--- config.mk ---
export PLATFORM = sky130hd
export DESIGN_NAME = operand_issue
export DESIGN_NICKNAME = d
export VERILOG_FILES = /design/src/rtl/cpu_pkg.sv /design/src/rtl/reg_scoreboard.sv /design/src/rtl/operand_issue.sv
export SDC_FILE = /design/constraint.sdc
export NUM_CORES = 1
export LEC_CHECK = 0
export CORE_MARGIN = 2
export CORE_UTILIZATION = 39
export DETAILED_ROUTE_END_ITERATION = 8
export PLACE_DENSITY = 0.81
export REMOVE_ABC_BUFFERS = 1
export SLEW_MARGIN = 0
export SYNTH_ARGS = -nofsm -noshare
export SYNTH_HDL_FRONTEND = slang
export SYNTH_SLANG_ARGS = --single-unit
--- constraint.sdc ---
create_clock -name i_clk -period 3 [get_ports i_clk]
set_input_delay 0.75 -clock i_clk [delete_from_list [all_inputs] [get_ports i_clk]]
set_output_delay 0.75 -clock i_clk [all_outputs]
set_load 0.05 [all_outputs]
--- src/rtl/cpu_pkg.sv ---
// cpu_pkg: shared widths, operand bundle type and index decode helper for operand_issue
package cpu_pkg;
  localparam int DATA_W = 32;
  localparam int NREG = 16;
  localparam int ADDR_W = 4;
  localparam int CTRL_W = 8;
  typedef struct packed {
    logic [DATA_W-1:0] a;
    logic [DATA_W-1:0] b;
    logic [ADDR_W-1:0] rw;
    logic              wr;
    logic [CTRL_W-1:0] ctrl;
  } bundle_t;
  function automatic logic [NREG-1:0] onehot(input logic [ADDR_W-1:0] idx);
    onehot = '0;
    onehot[idx] = 1'b1;
  endfunction
endpackage

--- src/rtl/reg_scoreboard.sv ---
// reg_scoreboard: pending-destination vector and RAW/WAW hazard query (OPERAND_ISSUE_WB_BYPASS_EN lets a same-cycle writeback release its hazard)
module reg_scoreboard
  import cpu_pkg::*;
(
  input  logic              i_clk,
  input  logic              i_rst_n,
  input  logic [ADDR_W-1:0] i_ra,
  input  logic [ADDR_W-1:0] i_rb,
  input  logic [ADDR_W-1:0] i_rw,
  input  logic              i_wr,
  input  logic              i_fire,
  input  logic              i_wb_valid,
  input  logic [ADDR_W-1:0] i_wb_rw,
  output logic              o_hazard
);
  logic [NREG-1:0] r_pending;
  logic [NREG-1:0] w_clr;
  logic [NREG-1:0] w_eff;
  // hazard query against the pending set, optionally with this cycle's writeback already retired
  always_comb begin
    w_clr = i_wb_valid ? onehot(i_wb_rw) : '0;
`ifdef OPERAND_ISSUE_WB_BYPASS_EN
    w_eff = r_pending & ~w_clr;
`else
    w_eff = r_pending;
`endif
    o_hazard = w_eff[i_ra] | w_eff[i_rb] | (i_wr & w_eff[i_rw]);
  end
  // retire writebacks, then mark the issuing destination so a same-index set wins over the clear
  always_ff @(posedge i_clk or negedge i_rst_n)
    if (!i_rst_n) r_pending <= '0;
    else r_pending <= (r_pending & ~w_clr) | ((i_fire && i_wr) ? onehot(i_rw) : '0);
endmodule

--- src/rtl/operand_issue.sv ---
// operand_issue: operand fetch/issue stage with scoreboard stalls and registered bundle (OPERAND_ISSUE_WB_BYPASS_EN forwards wb_data into operands)
module operand_issue
  import cpu_pkg::*;
(
  input  logic              i_clk,
  input  logic              i_rst_n,
  input  logic              i_in_valid,
  output logic              o_in_ready,
  input  logic [ADDR_W-1:0] i_in_ra,
  input  logic [ADDR_W-1:0] i_in_rb,
  input  logic [ADDR_W-1:0] i_in_rw,
  input  logic              i_in_wr,
  input  logic [CTRL_W-1:0] i_in_ctrl,
  output logic [ADDR_W-1:0] o_ra,
  output logic [ADDR_W-1:0] o_rb,
  input  logic [DATA_W-1:0] i_bus_a,
  input  logic [DATA_W-1:0] i_bus_b,
  output logic [ADDR_W-1:0] o_rw,
  output logic [DATA_W-1:0] o_bus_w,
  output logic              o_reg_wr,
  input  logic              i_wb_valid,
  input  logic [ADDR_W-1:0] i_wb_rw,
  input  logic [DATA_W-1:0] i_wb_data,
  output logic              o_out_valid,
  input  logic              i_out_ready,
  output logic [DATA_W-1:0] o_out_a,
  output logic [DATA_W-1:0] o_out_b,
  output logic [ADDR_W-1:0] o_out_rw,
  output logic              o_out_wr,
  output logic [CTRL_W-1:0] o_out_ctrl
);
  logic    w_hazard;
  logic    w_fire;
  bundle_t w_next;
  bundle_t r_out;
  logic    r_out_valid;
  reg_scoreboard u_sb (
    .i_clk      (i_clk),
    .i_rst_n    (i_rst_n),
    .i_ra       (i_in_ra),
    .i_rb       (i_in_rb),
    .i_rw       (i_in_rw),
    .i_wr       (i_in_wr),
    .i_fire     (w_fire),
    .i_wb_valid (i_wb_valid),
    .i_wb_rw    (i_wb_rw),
    .o_hazard   (w_hazard)
  );
  // register file pass-through, handshake and next bundle assembly
  always_comb begin
    o_ra = i_in_ra;
    o_rb = i_in_rb;
    o_rw = i_wb_rw;
    o_bus_w = i_wb_data;
    o_reg_wr = i_wb_valid;
    o_in_ready = (!r_out_valid || i_out_ready) && !w_hazard;
    w_fire = i_in_valid && o_in_ready;
`ifdef OPERAND_ISSUE_WB_BYPASS_EN
    w_next.a = (i_wb_valid && i_wb_rw == i_in_ra) ? i_wb_data : i_bus_a;
    w_next.b = (i_wb_valid && i_wb_rw == i_in_rb) ? i_wb_data : i_bus_b;
`else
    w_next.a = i_bus_a;
    w_next.b = i_bus_b;
`endif
    w_next.rw = i_in_rw;
    w_next.wr = i_in_wr;
    w_next.ctrl = i_in_ctrl;
  end
  // output register loads on fire and empties when execute takes it without a replacement
  always_ff @(posedge i_clk or negedge i_rst_n)
    if (!i_rst_n) begin
      r_out <= '0;
      r_out_valid <= 1'b0;
    end else if (w_fire) begin
      r_out <= w_next;
      r_out_valid <= 1'b1;
    end else if (i_out_ready) r_out_valid <= 1'b0;
  assign o_out_valid = r_out_valid;
  assign o_out_a = r_out.a;
  assign o_out_b = r_out.b;
  assign o_out_rw = r_out.rw;
  assign o_out_wr = r_out.wr;
  assign o_out_ctrl = r_out.ctrl;
endmodule

==> qor.tcl <==
set qor(routed_wl_um) 12970
set qor(global_placer_s_final_weighted_congestion) 0.9119
set qor(worst_slew_pin_slew_ns) 0.5577
set qor(stdcell_area_mm2) 0.006708
set qor(synth_seq_cells) 94
set qor(min_period_over_period) 0.9856
set qor(clkSlewWorstSetupHoldPaths_ns) 0.07
set qor(hold_class) {input pin to asynchronous set/reset pin}
set qor(area.growth.synth_to_final_pct) 51.06
set qor(die_h_um) 110.7
set qor(ant_nets) 0
set qor(cp-end-kind) {output port}
set qor(vias) 3264
set qor(cp_data_required_time_ns) 2.25
set qor(status) {completed}
set qor(p_leak_nw) 2.863
set qor(first_pass_grt_wire_length_um) 20040
set qor(fp.dieW_um) 110.7
set qor(max_clock_freq_mhz) 338.2
set qor(io_buffer_count) 185
set qor(final_layout_size_suffix_gt1_frac) 0.3022
set qor(cts_tree) {yes}
set qor(startpoint_type) {input pin}
set qor(num_io_pins) 250
set qor(vias_per_cell) 5.156
set qor(track_usage) 0.2140
set qor(insertion_delay_ns) 0.34
set qor(drc_violation_count_after_routing) 0
set qor(r2r_setup_slack_ns) 0.46
set qor(post_synth.cell_area_avg_um2) 13.46
set qor(num_rows) 38
set qor(htree_num_levels) 3
set qor(yosysWarningCount) 0
set qor(grt_pass1_vias) 3513
set qor(report.final.slew_viol_count) 0
set qor(post_synth_instance_area_mm2) 0.004441
set qor(grt_overflow) 0
set qor(unrepaired_setup_endpoints_after_global_routing) {no}
set qor(crit_fanout) 3
set qor(finalClockSkew_ns) 0.008096
set qor(cellPowerDensity_mw_per_mm2) 1082
set qor(place_area_mm2) 0.006349
set qor(design.final.nets) 614
set qor(holdBufCountCts) 0
set qor(worstPathCellList) {buf_4 -> mux4_2 -> mux2_4 -> a22oi_2 -> and4b_2 -> buf_12}
set qor(hpwlAfterDp_um) 10040
set qor(largest_net_degree_at_the_start_of_global_routing) 95
set qor(timing_worst_setup_path_type) {input pin to output port}
set qor(critical_path.slowest_cell) {mux4_2}
set qor(instances_no_fill) 633
set qor(ctsRootBufferMaster) {clkbuf_16}
set qor(fillerInstances) 868
set qor(post_synth_inst_count) 330
set qor(critPathTopFamily) {multiplexers}
set qor(detail_route.wl_per_cell_um) 20.48
set qor(critical-path-max-stage-delay_ns) 0.49
set qor(cts_max_path_buffers) 2
set qor(antenna_found_initial) 0
set qor(worst-r2r-cell-count) 8
set qor(dr.pass1.iters) 4
set qor(synth_cell_types) 29
set qor(ys_seq_area_frac) 0.5297
set qor(cts-buffers-inserted) 9
set qor(die-area_mm2) 0.01226
set qor(max_cap_violations) 0
set qor(cp.arrival_ns) 2.21
set qor(initial_core_util) 0.4043
set qor(placeable_area_mm2) 0.01098
set qor(slew-limit-headroom) 0.6270
set qor(drt-initial-drc-count) 150
set qor(antennaDiodeCount) 0
set qor(dp_cells) 616
set qor(reg2reg_from) {u_sb.r_pending[8]$_DFF_PN0_}
set qor(setup_viol_count_final) 0
set qor(final_hold_vios) 0
set qor(peakVddDrop_mv) 0.7196
set qor(worst_r2r_endpoint) {o_out_a[1]$_DFFE_PN0P_}
set qor(worstPathBufferInverterCount) 2
set qor(numClockSinks) 94
set qor(fin_crit_ns) 2.957
metrics by stage:
step	power [W]	TNS, ns	worst slack, ns	util	hold slack (ns)
floorplan	0.004516	-40.51	-0.5327	-	0.4544
global placement	0.005941	-38.69	-0.4907	0.5780	0.4867
detailed placement	0.006026	-41.47	-0.5230	0.5780	0.4946
CTS	0.007310	0	0.004621	0.6110	0.4714
global route	0.007558	0	0.009115	0.6107	0.4870
finish	0.007254	0	0.04312	0.6107	0.4428
cell type report:
type                            count  area, µm²  area share
Sequential cell                    94       2352      0.3507
Timing Repair Buffer              204       2156      0.3214
Multi-Input combinational cell    179       1694      0.2526
Clock buffer                       10      239.0     0.03563
Tap cell                          140      175.2     0.02611
Clock inverter                      6      91.34     0.01362
synthesized netlist by cell type, drive strengths merged:
master,instances,area [µm²]
a21oi,2,10.01
a22oi,3,22.52
a2bb2oi,1,8.760
a31oi,2,12.51
a32oi,1,8.760
and2,1,6.260
and4b,1,10.01
buf,55,409.1
clkbuf,2,7.510
dfrtp,94,2352
mux2,80,972.2
mux2i,10,100.1
mux4,6,138.9
nand2,11,48.80
nand2b,5,31.28
nand3,6,30.03
nand3b,4,30.03
nand4,2,12.51
nand4b,1,8.760
nor2,6,22.52
nor2b,5,31.28
o21ai,29,145.1
o31ai,2,15.01
or3,1,6.260
cells by family after synthesis:
group / Yosys count / synth area share
AOI/OAI and AO/OA: 40 / 0.05015
DFF: 94 / 0.5297
muxes: 96 / 0.2728
buffers and inverters: 57 / 0.09383
and+or+nand+nor: 43 / 0.05354
metal layers:
| layer | vias up | part of all wire | GRT usage |
|---|---|---|---|
| met4 | 2 | 0.020 | 0.08250 |
| li1 | 1450 | - | - |
| met2 | 196 | 0.41 | 0.2920 |
| met5 | - | 0.0051 | 0.05833 |
| met3 | 23 | 0.15 | 0.1504 |
| met1 | 1593 | 0.41 | 0.2570 |
layout by cell type (no fill, tap or decap), types with 2 or more instances in the layout:
cell type	synthesis	layout
a21oi_1	2	2
a22oi_2	0	2
a31oi_1	2	2
buf_12	0	16
buf_2	6	2
buf_4	46	18
bufinv_16	0	2
clkbuf_16	0	9
clkbuf_2	0	3
clkdlybuf4s50_1	0	162
dfrtp_1	94	94
inv_6	0	2
mux2_2	61	60
mux2_4	19	20
mux2i_1	10	7
mux2i_2	0	3
mux4_2	5	6
nand2_1	10	10
nand2b_1	5	5
nand3_1	6	6
nand3b_1	4	4
nand4_1	2	2
nor2_1	6	6
nor2b_1	5	5
o21ai_0	29	29
o31ai_1	2	2
worst max-delay path by stage:
| stage | start | endpoint | depth (start not counted) |
|---|---|---|---|
| 6_report | i_in_ra[1] | o_in_ready | 6 |
| 5_1_grt | i_in_ra[1] | o_in_ready | 6 |
| 4_1_cts | i_in_ra[0] | o_in_ready | 6 |
| 3_5_place_dp | i_in_ra[1] | o_out_a[12]$_DFFE_PN0P_ | 9 |
| 3_3_place_gp | i_in_ra[1] | o_out_a[10]$_DFFE_PN0P_ | 9 |
| 2_1_floorplan | i_in_ra[1] | o_out_a[0]$_DFFE_PN0P_ | 6 |
sequential cells by signal, summed over array words and instances (netlist names):
name and flops:
o_out_a 32, o_out_b 32, u_sb.r_pending 16, o_out_ctrl 8, o_out_rw 4, o_out_valid 1, o_out_wr 1
power breakdown:
group	switching (W)	internal, W	leakage, nW
Sequential	0.000314	0.00179	1.12
Combinational	0.00237	0.00153	1.58
Clock	0.000489	0.000759	0.163
Total	0.00317	0.00408	2.86
timing repair:
item                       CTS  global route
cloned                       1             0
setup endpoints to repair   78             1
gates resized for setup     22            10
setup buffers                0             0
pin swaps                    3             5
No activity file was read; power rests on OpenSTA's default activity.
